**src/rtl/adder_share_arbiter_if.sv**
```systemverilog
// Bundle of the adder_share_arbiter request, shared-adder and response signals.
//   req_valid_i / req_ready_o : per-requester operand-pair handshake
//   req_src1_i / req_src2_i   : packed operands, requester k at bits [32k+31:32k]
//   add_src1_o / add_src2_o   : operands steered onto the shared combinational adder
//   add_sum_i                 : sum returned by the shared adder, same cycle
//   rsp_*                     : single-entry response register and its handshake
// The slave modport is the arbiter side; master is the requester/adder/consumer side.
interface adder_share_arbiter_if #(
  parameter int unsigned NUM_REQ = 4,
  parameter int unsigned ID_W    = 2
);
  logic [NUM_REQ-1:0]    req_valid_i;
  logic [NUM_REQ*32-1:0] req_src1_i;
  logic [NUM_REQ*32-1:0] req_src2_i;
  logic [NUM_REQ-1:0]    req_ready_o;
  logic [31:0]           add_src1_o;
  logic [31:0]           add_src2_o;
  logic [31:0]           add_sum_i;
  logic                  rsp_valid_o;
  logic                  rsp_ready_i;
  logic [31:0]           rsp_sum_o;
  logic [ID_W-1:0]       rsp_id_o;
  logic                  rsp_ovf_o;

  modport slave (
    input  req_valid_i, req_src1_i, req_src2_i, add_sum_i, rsp_ready_i,
    output req_ready_o, add_src1_o, add_src2_o, rsp_valid_o, rsp_sum_o, rsp_id_o, rsp_ovf_o
  );

  modport master (
    output req_valid_i, req_src1_i, req_src2_i, add_sum_i, rsp_ready_i,
    input  req_ready_o, add_src1_o, add_src2_o, rsp_valid_o, rsp_sum_o, rsp_id_o, rsp_ovf_o
  );
endinterface

```
**src/rtl/adder_share_arbiter.sv**
```systemverilog
// Round-robin arbiter time-sharing one combinational 32-bit adder among NUM_REQ requesters.
// The winning operand pair is steered onto the adder; the sum, winner ID and signed-overflow
// flag are captured in a single-entry response register that drains by valid/ready.
// Ports:
//   clk_i : clock, rising edge
//   rst_i : synchronous active-low reset
//   bus   : adder_share_arbiter_if slave modport (requests, adder link, response)
module adder_share_arbiter #(
  parameter int unsigned NUM_REQ = 4,
  parameter int unsigned ID_W    = 2
) (
  input  logic                 clk_i,
  input  logic                 rst_i,
  adder_share_arbiter_if.slave bus
);

  if (NUM_REQ < 2 || NUM_REQ > 4 || (1 << ID_W) < NUM_REQ) begin : g_param_check
    $error("adder_share_arbiter: illegal NUM_REQ/ID_W");
  end

  logic [ID_W-1:0] rr_ptr_q, rr_ptr_d;
  logic            rsp_valid_q;
  logic [31:0]     rsp_sum_q;
  logic [ID_W-1:0] rsp_id_q;
  logic            rsp_ovf_q;

  logic            can_grant;
  logic            gnt_found;
  logic [ID_W-1:0] gnt_idx;
  logic            grant;
  logic            ovf;

  // Register may accept when empty, or when full and draining this cycle.
  assign can_grant = ~rsp_valid_q | bus.rsp_ready_i;

  // Scan from rr_ptr upward modulo NUM_REQ; gnt_idx defaults to rr_ptr so the operand
  // mux always selects an in-range requester even with no grant.
  always_comb begin
    gnt_found = 1'b0;
    gnt_idx   = rr_ptr_q;
    for (int unsigned i = 0; i < NUM_REQ; i++) begin
      int unsigned cand;
      cand = 32'(rr_ptr_q) + i;
      if (cand >= NUM_REQ) cand = cand - NUM_REQ;
      if (!gnt_found && bus.req_valid_i[cand]) begin
        gnt_found = 1'b1;
        gnt_idx   = ID_W'(cand);
      end
    end
  end

  // Reset forces the grant low for the whole cycle in which rst_i is asserted.
  assign grant = rst_i & can_grant & gnt_found;

  always_comb begin
    bus.req_ready_o = '0;
    if (grant) bus.req_ready_o[gnt_idx] = 1'b1;
  end

  assign bus.add_src1_o = bus.req_src1_i[32*int'(gnt_idx) +: 32];
  assign bus.add_src2_o = bus.req_src2_i[32*int'(gnt_idx) +: 32];

  // Signed overflow: operands agree in sign and the sum disagrees.
  assign ovf = (bus.add_src1_o[31] == bus.add_src2_o[31]) &&
               (bus.add_sum_i[31] != bus.add_src1_o[31]);

  always_comb begin
    rr_ptr_d = rr_ptr_q;
    if (grant) begin
      if (gnt_idx == ID_W'(NUM_REQ - 1)) rr_ptr_d = '0;
      else                               rr_ptr_d = gnt_idx + 1'b1;
    end
  end

  always_ff @(posedge clk_i) begin
    if (!rst_i) begin
      rr_ptr_q    <= '0;
      rsp_valid_q <= 1'b0;
      rsp_sum_q   <= '0;
      rsp_id_q    <= '0;
      rsp_ovf_q   <= 1'b0;
    end else begin
      rr_ptr_q <= rr_ptr_d;
      if (grant) begin
        rsp_valid_q <= 1'b1;
        rsp_sum_q   <= bus.add_sum_i;
        rsp_id_q    <= gnt_idx;
        rsp_ovf_q   <= ovf;
      end else if (bus.rsp_ready_i) begin
        rsp_valid_q <= 1'b0;
      end
    end
  end

  assign bus.rsp_valid_o = rsp_valid_q;
  assign bus.rsp_sum_o   = rsp_sum_q;
  assign bus.rsp_id_o    = rsp_id_q;
  assign bus.rsp_ovf_o   = rsp_ovf_q;

endmodule
```
**src/flat_wrapper.sv**
```systemverilog
// flat-port wrapper written by rule: the top's interface ports become plain ports
module adder_share_arbiter_flat 
#(
  parameter int unsigned NUM_REQ = 4,
  parameter int unsigned ID_W    = 2
)
  (clk_i, rst_i, bus_req_valid_i, bus_req_src1_i, bus_req_src2_i, bus_add_sum_i, bus_rsp_ready_i, bus_req_ready_o, bus_add_src1_o, bus_add_src2_o, bus_rsp_valid_o, bus_rsp_sum_o, bus_rsp_id_o, bus_rsp_ovf_o);
  adder_share_arbiter_if #(.NUM_REQ(NUM_REQ), .ID_W(ID_W)) bus_i ();
  input  logic clk_i;
  input  logic rst_i;
  input wire logic [$bits(bus_i.req_valid_i)-1:0] bus_req_valid_i;
  input wire logic [$bits(bus_i.req_src1_i)-1:0] bus_req_src1_i;
  input wire logic [$bits(bus_i.req_src2_i)-1:0] bus_req_src2_i;
  input wire logic [$bits(bus_i.add_sum_i)-1:0] bus_add_sum_i;
  input wire logic [$bits(bus_i.rsp_ready_i)-1:0] bus_rsp_ready_i;
  output wire logic [$bits(bus_i.req_ready_o)-1:0] bus_req_ready_o;
  output wire logic [$bits(bus_i.add_src1_o)-1:0] bus_add_src1_o;
  output wire logic [$bits(bus_i.add_src2_o)-1:0] bus_add_src2_o;
  output wire logic [$bits(bus_i.rsp_valid_o)-1:0] bus_rsp_valid_o;
  output wire logic [$bits(bus_i.rsp_sum_o)-1:0] bus_rsp_sum_o;
  output wire logic [$bits(bus_i.rsp_id_o)-1:0] bus_rsp_id_o;
  output wire logic [$bits(bus_i.rsp_ovf_o)-1:0] bus_rsp_ovf_o;
  assign bus_i.req_valid_i = bus_req_valid_i;
  assign bus_i.req_src1_i = bus_req_src1_i;
  assign bus_i.req_src2_i = bus_req_src2_i;
  assign bus_i.add_sum_i = bus_add_sum_i;
  assign bus_i.rsp_ready_i = bus_rsp_ready_i;
  assign bus_req_ready_o = bus_i.req_ready_o;
  assign bus_add_src1_o = bus_i.add_src1_o;
  assign bus_add_src2_o = bus_i.add_src2_o;
  assign bus_rsp_valid_o = bus_i.rsp_valid_o;
  assign bus_rsp_sum_o = bus_i.rsp_sum_o;
  assign bus_rsp_id_o = bus_i.rsp_id_o;
  assign bus_rsp_ovf_o = bus_i.rsp_ovf_o;
  adder_share_arbiter #(.NUM_REQ(NUM_REQ), .ID_W(ID_W)) u_core (.clk_i(clk_i), .rst_i(rst_i), .bus(bus_i));
endmodule
```
**config.mk**
```make
export PLATFORM = sky130hd
export DESIGN_NAME = adder_share_arbiter_flat
export DESIGN_NICKNAME = d
export VERILOG_FILES = /design/src/rtl/adder_share_arbiter_if.sv /design/src/rtl/adder_share_arbiter.sv /design/src/flat_wrapper.sv
export SDC_FILE = /design/constraint.sdc
export NUM_CORES = 1
export LEC_CHECK = 0
export BUFFER_PORTS_ARGS = -buffer_cell sky130_fd_sc_hd__buf_4
export CAP_MARGIN = 40
export CORE_AREA = 10 10 147 149
export DETAILED_ROUTE_END_ITERATION = 6
export DIE_AREA = 0 0 157 159
export GPL_ROUTABILITY_DRIVEN = 0
export PLACE_DENSITY = 0.51
export SYNTH_ARGS = -nofsm -noshare
export SYNTH_HDL_FRONTEND = slang
export SYNTH_SLANG_ARGS = --single-unit
```
**constraint.sdc**
```tcl
create_clock -name clk_i -period 4.2 [get_ports clk_i]
set_input_delay 0.42 -clock clk_i [delete_from_list [all_inputs] [get_ports clk_i]]
set_output_delay 0.42 -clock clk_i [all_outputs]
set_load 0.03 [all_outputs]
```
==> key figures, run 1 <==
Status
  – Outcome: complete, no violations

Detailed routing
  – Via count: 4683
  – DR iter-0 viols: 133
  – Post-DR wirelength/cell: 19.8 microns
  – Antenna Nets Post-Route: 0
  – Final Routed Wirelength: 21400 microns
  – Detailed Routing Iterations Pass 1: 5
  – # DRC: 0
  – Vias per cell: 4.32

Clocking
  – Clock latency on the worst-skew pair: 0.28 ns
  – CTS tree: built
  – CTS H-tree lvls: 2
  – Root buf cell: clkbuf_16
  – CTS Sinks: 38
  – Worst-path clk slew: 0.06 ns
  – Post-CTS Setup Bufs: 0
  – CTS resizes: 0
  – CTS hold repair buffers: 0
  – CTS Buffer Depth: 2
  – Num CTS Buffers: 5

Layout
  – Layout Cells excl Fill: 1083
  – Area grow syn2layout: 89.5%
  – Post-layout nets: 1145
  – # fillers: 2031
  – Share of cells above drive strength 1: 56.3%

Critical path
  – Setup crit start kind: register
  – Req. time, crit path: 3.78 ns
  – CP Max Fanout: 41
  – Critical Path End Type: output pin
  – Worst reg-to-reg path cell count: 8
  – WS Path Type: register to output pin
  – Worst path arrival time: 3.01 ns

Pwr
  – Combinational power share: 68.7%
  – Power share of the sequential group: 15.3%
  – Clock group share of total power: 15.9%
  – P per Cell Area: 394 nW/um^2
  – Worst vdd ir: 170 uV
  – Internal Power: 1.50 mW
  – NetSw: 1.23 mW
  – Lkg Pwr: 3.53 nW
  – Switching share of power: 45.1%

Timing
  – Slew Limit Fails: 0
  – Max_slew headroom: 47.6%
  – RSZ-0062 raised after global routing: false
  – F_max: 0.292 GHz
  – Final Hold Viols: 0
  – Worst-margin pin slew: 0.785 ns
  – Clock Skews: 0.00629 ns
  – Tcrit/Tclk final: 81.7%
  – Endpoints failing setup: 0
  – Post-layout min period: 3.43 ns
  – Post-Route Setup TNS: 0 ns

Global route
  – Global-route wire length before repair: 31200 microns
  – Antenna violations before repair: 3
  – GRT Total Usage: 16.0%
  – Vias in the first global route: 4946
  – Total gr overflow: 0
  – Largest net degree at the start of global routing: 98

Yosys
  – Count leader, synth: nand2_1
  – Top_reg_cell synth: dfxtp_1
  – Number of synthesized flops with an enable pin: 0
  – Synth cell types: 30
  – Ys async rst share: 0%
  – Synth warnings: 0
  – Syn nets: 775
  – Synth top area share: 20.8%
  – Seq/Total Area, Yosys: 20.8%
  – Ranking of synthesized cells by area: dfxtp_1, mux2_2, mux2i_1
  – Mapped Cells: 476
  – Mean Syn Cell Area: 7.68 sq um
  – Cell taking the most area after synthesis: dfxtp_1
  – Cell Area, Synth: 3660 sq um
  – Synthesized flop and latch total: 38
  – Most instantiated cells after synthesis: nand2_1, a21oi_1, mux2i_1, nor2_1, mux2_2

Floorplan
  – Starting Density: 19.7%
  – Die width: 157 microns
  – Core ar.: 18600 sq um
  – IO Pins: 399
  – Die area: 25000 sq um
  – Row count: 50
  – Die height: 159 microns

Place
  – Placed cells: 1073
  – # port buffers: 398
  – DP Wirelength: 18400 microns

Run
  – Max-Cap Viols: 0

Worst hold path
  – Worst hold path depth: 3
  – Worst Hold Class: input port to register
-- final cells by class --
cell class / count / area (sq um) / area share, %
Clock inverter: 1 / 30.0 / 0.433
Antenna cell: 3 / 7.51 / 0.108
Multi-Input combinational cell: 392 / 2580 / 37.3
Inverter: 5 / 23.8 / 0.343
Tap cell: 234 / 293 / 4.23
Timing Repair Buffer: 404 / 3090 / 44.6
Sequential cell: 38 / 761 / 11.0
Clock buffer: 6 / 139 / 2.00
-- power by group through the flow --
stage                     Sequential, mW  Combinational, mW  Clock, mW
after CTS                          0.418               1.91      0.452
after global placement             0.424               1.90          0
after floorplan                    0.486               1.16          0
after detailed placement           0.425               1.90          0
after global routing               0.422               2.02      0.466
final                              0.418               1.88      0.436
-- layer usage --
layer  track usage [%]  up-vias  routed length [microns]
li1                  -     2401                        -
met1              16.5     2055                     7590
met2              29.2      211                    11400
met3              6.61       16                     2170
met4              3.86        0                      291
met5                 0        -                        0
-- cells by family (layout without fill, tap and decap cells) --
family                   after synthesis  count (layout)  synth area share (%)
AND/OR/NAND/NOR                      182             182                  20.9
adder cells (fa/ha/maj)                4               4                  1.37
AO/OA/AOI/OAI                         80              80                  11.4
other                                  0               3                     0
flip-flops                            38              38                  20.8
multiplexers                         126             126                  36.6
buffers and inverters                 46             416                  8.86
-- per-stage QoR --
| stage | area [sq um] | utilization [%] | worst slack (ns) | hold slack (ns) | total power [mW] |
|---|---|---|---|---|---|
| floorplan | 3660 | - | 1.42 | 0.501 | 1.65 |
| global placement | 6740 | 36.3 | 0.880 | 0.444 | 2.33 |
| detailed placement | 6750 | 36.3 | 0.882 | 0.446 | 2.33 |
| CTS | 6920 | 37.3 | 0.757 | 0.310 | 2.78 |
| global route | 6930 | 37.3 | 0.613 | 0.317 | 2.90 |
| finish | 6930 | 37.3 | 0.769 | 0.320 | 2.73 |
-- layout by cell type, fill, tap and decap left out, types with 3 or more instances in the layout --
| master | synthesis | layout |
|---|---|---|
| diode_2 | 0 | 3 |
| nor2_1 | 64 | 64 |
| buf_4 | 6 | 399 |
| ha_1 | 4 | 4 |
| mux2_2 | 62 | 62 |
| mux2i_1 | 64 | 64 |
| and2_1 | 5 | 5 |
| nand3_1 | 35 | 34 |
| a21oi_1 | 68 | 68 |
| inv_1 | 4 | 4 |
| dfxtp_1 | 38 | 38 |
| nand2_1 | 69 | 69 |
| o21ai_0 | 6 | 6 |
| clkbuf_16 | 0 | 5 |
| buf_12 | 6 | 4 |
-- critical path, cell delays in order, from the launching register on --
cell and delay, ns:
dfxtp_1 0.35, and3b_1 0.19, or4_1 0.46, and2_1 0.26, inv_6 0.39, buf_12 0.30
mux2_2 0.37, nor2_1 0.14, a21oi_1 0.07, buf_4 0.19
-- worst paths after layout --
kind	start	end	slack, ns
setup / recovery	u_core.rr_ptr_q[1]	bus_add_src1_o[0]	0.77
hold / removal	bus_add_sum_i[28]	u_core.bus.rsp_sum_o[28]	0.32
setup reg to reg	u_core.rr_ptr_q[1]	u_core.bus.rsp_ovf_o	1.58
hold reg to reg	u_core.bus.rsp_sum_o[10]	u_core.bus.rsp_sum_o[10]	0.45
-- flip-flops by register name, indices dropped and copies added (netlist names) --
signal                  cells
u_core.bus.rsp_sum_o       32
u_core.rr_ptr_q             2
u_core.bus.rsp_id_o         2
u_core.bus.rsp_ovf_o        1
u_core.bus.rsp_valid_o      1
Power figures use the tool's default switching activity.
==> inputs of run 2 (changes only) <==
--- a/config.mk
+++ b/config.mk
@@ -7,11 +7,11 @@
 export LEC_CHECK = 0
 export BUFFER_PORTS_ARGS = -buffer_cell sky130_fd_sc_hd__buf_4
 export CAP_MARGIN = 40
-export CORE_AREA = 10 10 147 149
+export CORE_AREA = 10 10 145 147
 export DETAILED_ROUTE_END_ITERATION = 6
-export DIE_AREA = 0 0 157 159
+export DIE_AREA = 0 0 155 157
 export GPL_ROUTABILITY_DRIVEN = 0
-export PLACE_DENSITY = 0.51
+export PLACE_DENSITY = 0.52
 export SYNTH_ARGS = -nofsm -noshare
 export SYNTH_HDL_FRONTEND = slang
 export SYNTH_SLANG_ARGS = --single-unit
==> constraint.sdc (replaced) <==
create_clock -name clk_i -period 3.3 [get_ports clk_i]
set_input_delay 0.33 -clock clk_i [delete_from_list [all_inputs] [get_ports clk_i]]
set_output_delay 0.33 -clock clk_i [all_outputs]
set_load 0.03 [all_outputs]
==> run 2 against run 1 <==
Net effect:
- via count grew 2.1%
- sequential share of layout area shrank 0.15 points
- combinational power grew 30%
- first-iteration DRC count grew 20%
- highest routed layer unchanged
==> key figures, run 2 (synthesized netlist as in run 1, its figures left out) <==
Status
  – Outcome: complete, no violations

Layout
  – Area grow syn2layout: 92.2%
  – Max FFs per register: 32
  – Post-layout nets: 1152
  – Fin util: 38.3%
  – Most frequent cells in the layout: buf_4, nand2_1, a21oi_1
  – Layout Cells excl Fill: 1089
  – Share of cells above drive strength 1: 56.6%
  – Commonest non-fill, non-tap cell in the layout: buf_4

Critical path
  – Worst path arrival time: 2.79 ns
  – WS Path Type: register to output pin
  – Setup crit start kind: register
  – Req. time, crit path: 2.97 ns
  – CP Max Fanout: 22
  – Critical Path End Type: output pin

Timing
  – Worst-margin pin slew: 0.583 ns
  – Clock Skews: 0.00422 ns
  – Tcrit/Tclk final: 94.6%
  – RSZ-0062 raised after global routing: false
  – Final worst slack: 0.179 ns
  – Post-layout min period: 3.12 ns
  – F_max: 0.320 GHz
  – Final Hold Viols: 0
  – Post-Route Setup TNS: 0 ns
  – Max_slew headroom: 61.1%
  – Slew Limit Fails: 0
  – Endpoints failing setup: 0

Detailed routing
  – Final Routed Wirelength: 21500 microns
  – Via count: 4781
  – # DRC: 0
  – DR iter-0 viols: 159
  – Antenna Nets Post-Route: 0
  – Vias per cell: 4.39
  – Detailed Routing Iterations Pass 1: 6
  – Post-DR wirelength/cell: 19.7 microns

Pwr
  – Power share of the sequential group: 14.7%
  – Lkg Pwr: 3.58 nW
  – Combinational power share: 67.7%
  – Worst vdd ir: 397 uV
  – P per Cell Area: 515 nW/um^2
  – Switching share of power: 44.1%
  – Internal Power: 2.02 mW
  – NetSw: 1.60 mW
  – Clock group share of total power: 17.6%

Floorplan
  – Die height: 157 microns
  – Die width: 155 microns
  – IO Pins: 399
  – Core ar.: 18300 sq um
  – Die area: 24300 sq um
  – Starting Density: 19.9%
  – Row count: 50

Clocking
  – CTS H-tree lvls: 2
  – Root buf cell: clkbuf_16
  – Num CTS Buffers: 5
  – Post-CTS Setup Bufs: 0
  – CTS tree: built
  – Clock latency on the worst-skew pair: 0.29 ns
  – CTS Sinks: 38
  – Worst-path clk slew: 0.06 ns
  – CTS Buffer Depth: 2

Place
  – Placed cells: 1080
  – DP Worst Slack: 0.332 ns
  – DP Wirelength: 18500 microns
  – # port buffers: 398

Global route
  – GRT Total Usage: 16.1%
  – Largest net degree at the start of global routing: 50
  – Vias in the first global route: 4897
  – Total gr overflow: 0
  – Antenna violations before repair: 1
  – Global-route wire length before repair: 30600 microns

Run
  – Max-Cap Viols: 0

Worst hold path
  – Worst Hold Class: input port to register
-- run 2: cell types whose count changed in the layout (fill, tap and decap cells not counted) --
cell / change
buf_12: +1
buf_8: -1
inv_6: -1
bufinv_16: +2
buf_4: +6
clkinv_4: +1
clkbuf_8: -1
diode_2: -2
nand3_1: +1
buf_6: +1
nand3_2: -1
-- run 2: worst max-delay path, stage by stage (launching register included) --
cell	delay (ns)
dfxtp_1	0.35
and3b_1	0.18
or4_1	0.44
and2_1	0.24
bufinv_16	0.31
buf_4	0.26
mux2_2	0.36
nor2_1	0.09
a21oi_1	0.06
buf_4	0.20
-- run 2: per-layer routing --
layer	global-route usage, %	wire, microns
met5	0	0
met2	28.6	11100
met1	17.5	7940
met4	3.78	294
met3	6.50	2140
-- run 2: through the flow --
stage	area, sq um	hold WS [ns]	power (mW)
2_1_floorplan	3660	0.429	2.10
3_3_place_gp	6810	0.443	3.00
3_5_place_dp	6810	0.446	2.99
4_1_cts	7000	0.215	3.64
5_1_grt	7030	0.226	3.84
6_report	7030	0.221	3.62
-- run 2: final cells by class --
| type | count | area, sq um |
|---|---|---|
| fillers | 1935 | 11300 |
| repair buffers | 411 | 3150 |
| multi-input cells | 392 | 2580 |
| flip-flops and latches | 38 | 761 |
| well taps | 234 | 293 |
| clock buffers | 5 | 125 |
| clock inverters | 3 | 68.8 |
| inverters | 5 | 45.0 |
| diodes | 1 | 2.50 |
-- run 2: worst paths after layout --
path              cells after the start                startpoint                       end  slack, ns
setup / recovery                      9        u_core.rr_ptr_q[1]        bus_add_src1_o[11]       0.18
hold / removal                        3         bus_add_sum_i[22]  u_core.bus.rsp_sum_o[22]       0.22
setup reg to reg                      9        u_core.rr_ptr_q[1]      u_core.bus.rsp_ovf_o       0.62
hold reg to reg                       2  u_core.bus.rsp_sum_o[19]  u_core.bus.rsp_sum_o[19]       0.45
-- run 2: power by group through the flow --
stage	combinational (mW)	sequential (mW)	clock (mW)
6_report	2.45	0.532	0.639
5_1_grt	2.63	0.538	0.668
2_1_floorplan	1.48	0.619	0
3_5_place_dp	2.45	0.541	0
4_1_cts	2.46	0.532	0.649
3_3_place_gp	2.46	0.541	0
-- run 2: timing repair --
| item | CTS | global route |
|---|---|---|
| gates resized for setup | 0 | 3 |
| hold buffers | 0 | 0 |
| endpoints found under the setup margin | 0 | 7 |
